### src/rtl/instruction_fetch.sv
// -----------------------------------------------------------------------------
// instruction_fetch
//   Requester side of the instruction-memory interface. Owns the PC, drives the
//   byte address to a clocked instruction memory (1-cycle read latency) and
//   pairs each returned word with the PC it was fetched from. Instructions are
//   handed to decode over valid/ready; taken branches/jumps redirect fetch.
//
//   Optional feature macro: IFETCH_BOUND_CHECK_EN
//     defined   : fetches at or beyond IMEM_WORDS*4 are flagged, fetch freezes
//                 and fetch_fault stays set until a redirect or reset.
//     undefined : no range check, fetch_fault tied low.
//
// Ports
//   clk, reset        clock, synchronous active-high reset
//   imem_address      byte address to instruction memory (combinational)
//   imem_instruction  word returned for the address driven last cycle
//   instr_valid/ready decode handshake; instr/instr_pc carry the payload
//   redirect_valid/pc restart fetch at redirect_pc (bits [1:0] ignored)
//   fetch_fault       sticky out-of-range indication (bound-check build only)
// -----------------------------------------------------------------------------
module instruction_fetch #(
   parameter int                   WORD_SIZE  = 32,
   parameter logic [WORD_SIZE-1:0] RESET_PC   = '0,
   parameter int                   IMEM_WORDS = 1024
) (
   input  logic                 clk,
   input  logic                 reset,
   output logic [WORD_SIZE-1:0] imem_address,
   input  logic [WORD_SIZE-1:0] imem_instruction,
   output logic                 instr_valid,
   input  logic                 instr_ready,
   output logic [WORD_SIZE-1:0] instr,
   output logic [WORD_SIZE-1:0] instr_pc,
   input  logic                 redirect_valid,
   input  logic [WORD_SIZE-1:0] redirect_pc,
   output logic                 fetch_fault
);

   localparam logic [WORD_SIZE-1:0] PC_STEP = WORD_SIZE'(4);

   logic [WORD_SIZE-1:0] req_pc_q, req_pc_d;     // next address to issue
   logic [WORD_SIZE-1:0] resp_pc_q, resp_pc_d;   // address issued last cycle
   logic                 resp_valid_q, resp_valid_d;
   logic [WORD_SIZE-1:0] redir_pc;
   logic                 advance;
   logic                 frozen;

`ifdef IFETCH_BOUND_CHECK_EN
   localparam logic [WORD_SIZE-1:0] IMEM_BYTES = WORD_SIZE'(IMEM_WORDS * 4);
   logic fault_q, fault_d;
   logic fault_cond;
   assign fault_cond = resp_valid_q & (resp_pc_q >= IMEM_BYTES);
   // fault_cond persists while frozen (resp_pc held), fault_q covers it anyway
   assign frozen     = fault_cond | fault_q;
`else
   assign frozen     = 1'b0;
`endif

   assign redir_pc = {redirect_pc[WORD_SIZE-1:2], 2'b00};
   // Pipeline moves when nothing is held or decode takes what is held
   assign advance  = ~resp_valid_q | instr_ready;
   assign instr    = imem_instruction;

   always_comb begin
      req_pc_d     = req_pc_q;
      resp_pc_d    = resp_pc_q;
      resp_valid_d = resp_valid_q;
      imem_address = resp_pc_q;
      instr_valid  = 1'b0;
      instr_pc     = resp_pc_q;
      fetch_fault  = 1'b0;
`ifdef IFETCH_BOUND_CHECK_EN
      fault_d      = fault_q;
`endif
      if (reset) begin
         // memory output is garbage during reset; present nothing
         imem_address = RESET_PC;
         instr_pc     = '0;
      end else begin
`ifdef IFETCH_BOUND_CHECK_EN
         instr_valid = resp_valid_q & ~redirect_valid & ~fault_cond;
         fetch_fault = fault_q;
`else
         instr_valid = resp_valid_q & ~redirect_valid;
`endif
         if (redirect_valid) begin
            // held instruction is squashed; one bubble while the target is read
            imem_address = redir_pc;
            resp_pc_d    = redir_pc;
            resp_valid_d = 1'b1;
            req_pc_d     = redir_pc + PC_STEP;
`ifdef IFETCH_BOUND_CHECK_EN
            fault_d      = 1'b0;
`endif
         end else if (frozen) begin
            imem_address = resp_pc_q;
`ifdef IFETCH_BOUND_CHECK_EN
            fault_d      = 1'b1;
`endif
         end else if (advance) begin
            imem_address = req_pc_q;
            resp_pc_d    = req_pc_q;
            resp_valid_d = 1'b1;
            req_pc_d     = req_pc_q + PC_STEP;
         end else begin
            // stall: re-read resp_pc so the memory output keeps matching it
            imem_address = resp_pc_q;
         end
      end
   end

   always_ff @(posedge clk) begin
      if (reset) begin
         req_pc_q     <= RESET_PC;
         resp_pc_q    <= '0;
         resp_valid_q <= 1'b0;
`ifdef IFETCH_BOUND_CHECK_EN
         fault_q      <= 1'b0;
`endif
      end else begin
         req_pc_q     <= req_pc_d;
         resp_pc_q    <= resp_pc_d;
         resp_valid_q <= resp_valid_d;
`ifdef IFETCH_BOUND_CHECK_EN
         fault_q      <= fault_d;
`endif
      end
   end

endmodule

### config.mk
export PLATFORM = sky130hd
export DESIGN_NAME = instruction_fetch
export DESIGN_NICKNAME = d
export VERILOG_FILES = /design/src/rtl/instruction_fetch.sv
export SDC_FILE = /design/constraint.sdc
export NUM_CORES = 1
export LEC_CHECK = 0
export BUFFER_PORTS_ARGS = -buffer_cell sky130_fd_sc_hd__clkbuf_2
export CAP_MARGIN = 20
export CORE_MARGIN = 1
export CORE_UTILIZATION = 30
export CTS_CLUSTER_DIAMETER = 150
export DETAILED_ROUTE_END_ITERATION = 16
export PLACE_DENSITY_LB_ADDON = 0.1
export SLEW_MARGIN = 20
export SYNTH_ARGS = -nofsm -noshare
export SYNTH_HDL_FRONTEND = slang
export SYNTH_SLANG_ARGS = --single-unit
export TNS_END_PERCENT = 20
### constraint.sdc
create_clock -name clk -period 5.15 [get_ports clk]
set_input_delay 0.515 -clock clk [delete_from_list [all_inputs] [get_ports clk]]
set_output_delay 0.515 -clock clk [all_outputs]
set_load 0.03 [all_outputs]
# --- After elaboration in Yosys (flattened, before gate mapping) ---
# Index checks and enable logic that the tools add are counted.
word_totals:
  output_inout_bits: 98
  reg_bits: 65
  word_cells: 19
op_classes:
  add_sub_neg: 2
  n_reduce_logical: 1
  bitwise: 4
  muxes: 9
ops:
  columns: ["op", "n"]
  rows:
  - ["32-bit two-way mux", 6]
  - ["32-bit by 3-bit adder with 32-bit output (second input constant)", 2]
  - ["1-bit two-way mux", 3]
  - ["1-bit NOT", 2]
  - ["2-bit nonzero test", 1]
  - ["1-bit AND", 1]
  - ["1-bit bitwise OR", 1]

# --- Longest topological paths before layout ---
logic_depth:
  word_depth: 5
  depth_mapped: 12
  depth_no_buf: 8

# --- Least setup slack after synthesis ---
# OpenSTA, ideal clock, no wires.
synth_path:
  path_kind: "input-to-reg"
  from: "input redirect_valid"
  to: "register req_pc_q[22]"
  arrival_time_ps: 3136
  slack_ps: 1899
  t_required_ps: 5035
  n_path_buf: 4
  cell_stages: 11
  setup_time_ps: 115
  path_cell_list: "buf_2 buf_2 clkbuf_1 clkbuf_1 mux2_2 ha_1 inv_1 a211oi_4 nand3b_1 or4b_1 and3_1"
synth_between:
  elab_chain_cells: 1
synth_rtl:
  columns: ["item", "line", "text"]
  rows:
  - ["start, declared", "34", "input logic redirect_valid,"]
  - ["32-bit two-way mux / 2-bit nonzero test (equally long branches)", null, null]
  - ["end signal, assigned", "121", "req_pc_q <= req_pc_d;"]
  - ["end, declared", "41", "logic [WORD_SIZE-1:0] req_pc_q, req_pc_d;"]
# Parallel ways exist; a longest one is shown, timed or not.
# A chain may end at the register's enable or synchronous reset.

# --- Worst setup path after layout ---
layout_path:
  from: "input redirect_valid"
  to: "output imem_address[22]"
layout_between:
  elab_chain_cells: 2
layout_rtl:
  columns: ["item", "line", "text"]
  rows:
  - ["32-bit two-way mux", "86", "if (redirect_valid) begin"]
  - ["32-bit two-way mux", "75", "if (reset) begin"]
  - ["end, declared", "28", "output logic [WORD_SIZE-1:0] imem_address,"]
# Every way passes these cells.

==> impl_metrics.ini <==
[finish]
fill_cells = 1487
utilization_pct = 36.3
final_cell_mix = nand2_1, clkbuf_2, a21oi_1, dfxtp_1, nor2_1
final_layout_size_suffix_gt1_share_pct = 20.6
finalInstanceArea_um2 = 4880
area_growth_pct = 15.8
fin_nets = 691
final_common_cell = nand2_1
antenna_cells = 0

[clocking]
numClockSinks = 63
path_clk_slew_ns = 0.05
clockBufferDepth = 2
h-tree-depth = 3
clock_latency_ns = 0.34
cts_setup_buffers = 0
hold_buffers = 0
root_buffer = clkbuf_16
cts_tree = done
cts.repair.resized = 0
numCtsBuffers = 9

[sta]
tightest_slew_ns = 0.981
worst_clock_skew_ns = 0.00755
timing.final.crit_share_pct = 62.1
worst_slack_ns = 1.95
tns_ns = 0
rsz0062_at_grt = no
finalMaxSlewViolations = 0
min_period_ns = 3.20
fmax_ghz = 0.313
hold_violations = 0
setup_viol = 0
slew_headroom_pct = 34.6

[synthesis]
synth_top_area_share_pct = 29.9
synth_cells = 575
yosysSeqAreaShare_pct = 29.9
synth_area_um2 = 4220
ys_warn_count = 0
synth_nets = 644
ys_ff_latch = 63
yosys_most_used_dff = dfxtp_1
synth-edff-count = 0
netlist-cell-type-count = 44
avgSynthCellArea_um2 = 7.33
synth_area_leaders = dfxtp_1, nand2_1, xnor2_1
yosys.area.top_type = dfxtp_1
async_reset_ff_share_pct = 0

[worst_setup_path]
cp_max_fo = 95
cp.arrival_ns = 2.68
crit_family = buffers and inverters
path_cells = buf_4, buf_4, inv_1, nand3_1, o211a_1, clkbuf_2
critical_path_class = in2out
start_kind = input port
crit_path_end_kind = primary output
critPathBufInv = 4
crit_path_max_incr_delay_ns = 0.68
crit_top_cell = buf_4
worstPathRequired_ns = 4.64
cp_slowest_cell = buf_4

[worst_hold_path]
hold_class = in2reg

[power]
sequentialPowerShare_pct = 39.4
clkPwrFrac_pct = 42.1
p_leak_nw = 1.85
pwr-share-comb_pct = 18.4
ir_drop_v = 0.000191
switching_share_pct = 30.0
powerDensity_nw_per_um2 = 284
internal_power_mw = 0.970
switching_power_mw = 0.416

[floorplan]
core_um2 = 13500
fp.dieW_um = 121
initial_utilization_pct = 31.3
io_pins = 166
die_h_um = 121
rows = 42
die-area_um2 = 14500

[placement]
gp_congestion = 0.745
hpwlAfterDp_um = 8130
place_area_um2 = 4580
place_ws_ns = 1.63
port_buffers = 98

[global_route]
first_global_vias = 3659
grt_pass1_wl_um = 19500
antenna_found_initial = 0
grtUsageTotal_pct = 17.3
grt_max_degree = 96
overflow = 0

[routing]
vias = 4062
drc_errors = 0
vias_per_cell = 5.06
firstDrtPassIters = 4
wl_um = 12100
wl_per_cell_um = 15.1
drt_iter0_markers = 171
ant_nets = 0

[run_status]
outcome = completed

[run]
maxCapViolCount = 0
==> final timing paths <==
| kind | from | to | slack [ns] | cells past startpoint |
|---|---|---|---|---|
| max reg2reg | req_pc_q[16]$_SDFFE_PP0P_ | req_pc_q[27]$_SDFFE_PP0P_ | 2.53 | 6 |
| min | redirect_pc[3] | resp_pc_q[3]$_DFF_P_ | 0.49 | 3 |
| min reg2reg | req_pc_q[3]$_SDFFE_PP0P_ | req_pc_q[3]$_SDFFE_PP0P_ | 0.51 | 2 |
| max | redirect_valid | imem_address[22] | 1.95 | 6 |
==> power groups by stage <==
stage	logic (mW)	clock network (mW)	registers, mW
2_1_floorplan	0.229	0	0.549
3_3_place_gp	0.253	0	0.557
3_5_place_dp	0.255	0	0.557
4_1_cts	0.257	0.608	0.546
5_1_grt	0.282	0.625	0.552
6_report	0.256	0.584	0.547
==> kinds of logic after synthesis <==
logic type	Yosys count	share of synthesized area [%]
and+or+nand+nor	268	31.5
AOI/OAI and AO/OA	115	16.6
buffers and inverters	71	9.71
DFF	63	29.9
xor gates and xnor gates	50	10.4
muxes	6	1.48
adders and majority gates	1	0.297
other	1	0.0890
==> cell type report <==
class	count	area [µm²]	share of cell area (%)
flip-flops and latches	63	1260	25.8
well taps	176	220	4.51
repair buffers	104	558	11.4
multi-input cells	441	2550	52.3
clock buffers	15	278	5.69
inverters	3	11.3	0.231
==> synth_stat cells (all sizes together) (9+ instances only) <==
cell type,instances
a211oi,15
a21oi,65
buf,42
clkbuf,26
dfxtp,63
nand2,98
nand3,32
nand3b,15
nor2,57
nor2b,33
nor3,9
o21ai,9
o22ai,10
xnor2,40
xor2,10
==> sequential cells by signal, summed over array words and instances, names as in the netlist <==
| register | count |
|---|---|
| req_pc_q | 30 |
| resp_valid_q | 1 |
| resp_pc_q | 32 |
==> worst min-delay path, stage by stage <==
cell	delay [ns]
clkbuf_2	0.10
a21oi_1	0.07
nor2_1	0.10
==> metrics by stage <==
| stage | cells | hold slack (ns) | total power, mW |
|---|---|---|---|
| 2_1_floorplan | 575 | 0.456 | 0.778 |
| 3_3_place_gp | 786 | 0.488 | 0.810 |
| 3_5_place_dp | 786 | 0.487 | 0.812 |
| 4_1_cts | 801 | 0.485 | 1.41 |
| 5_1_grt | 802 | 0.499 | 1.46 |
| 6_report | 802 | 0.493 | 1.39 |
==> per-layer routing <==
| layer | wire (µm) | GRT usage (%) |
|---|---|---|
| met3 | 649 | 4.91 |
| met5 | 0 | 0 |
| met1 | 5810 | 22.9 |
| met2 | 5490 | 26.7 |
| met4 | 138 | 6.17 |
Power figures use the tool's default switching activity.
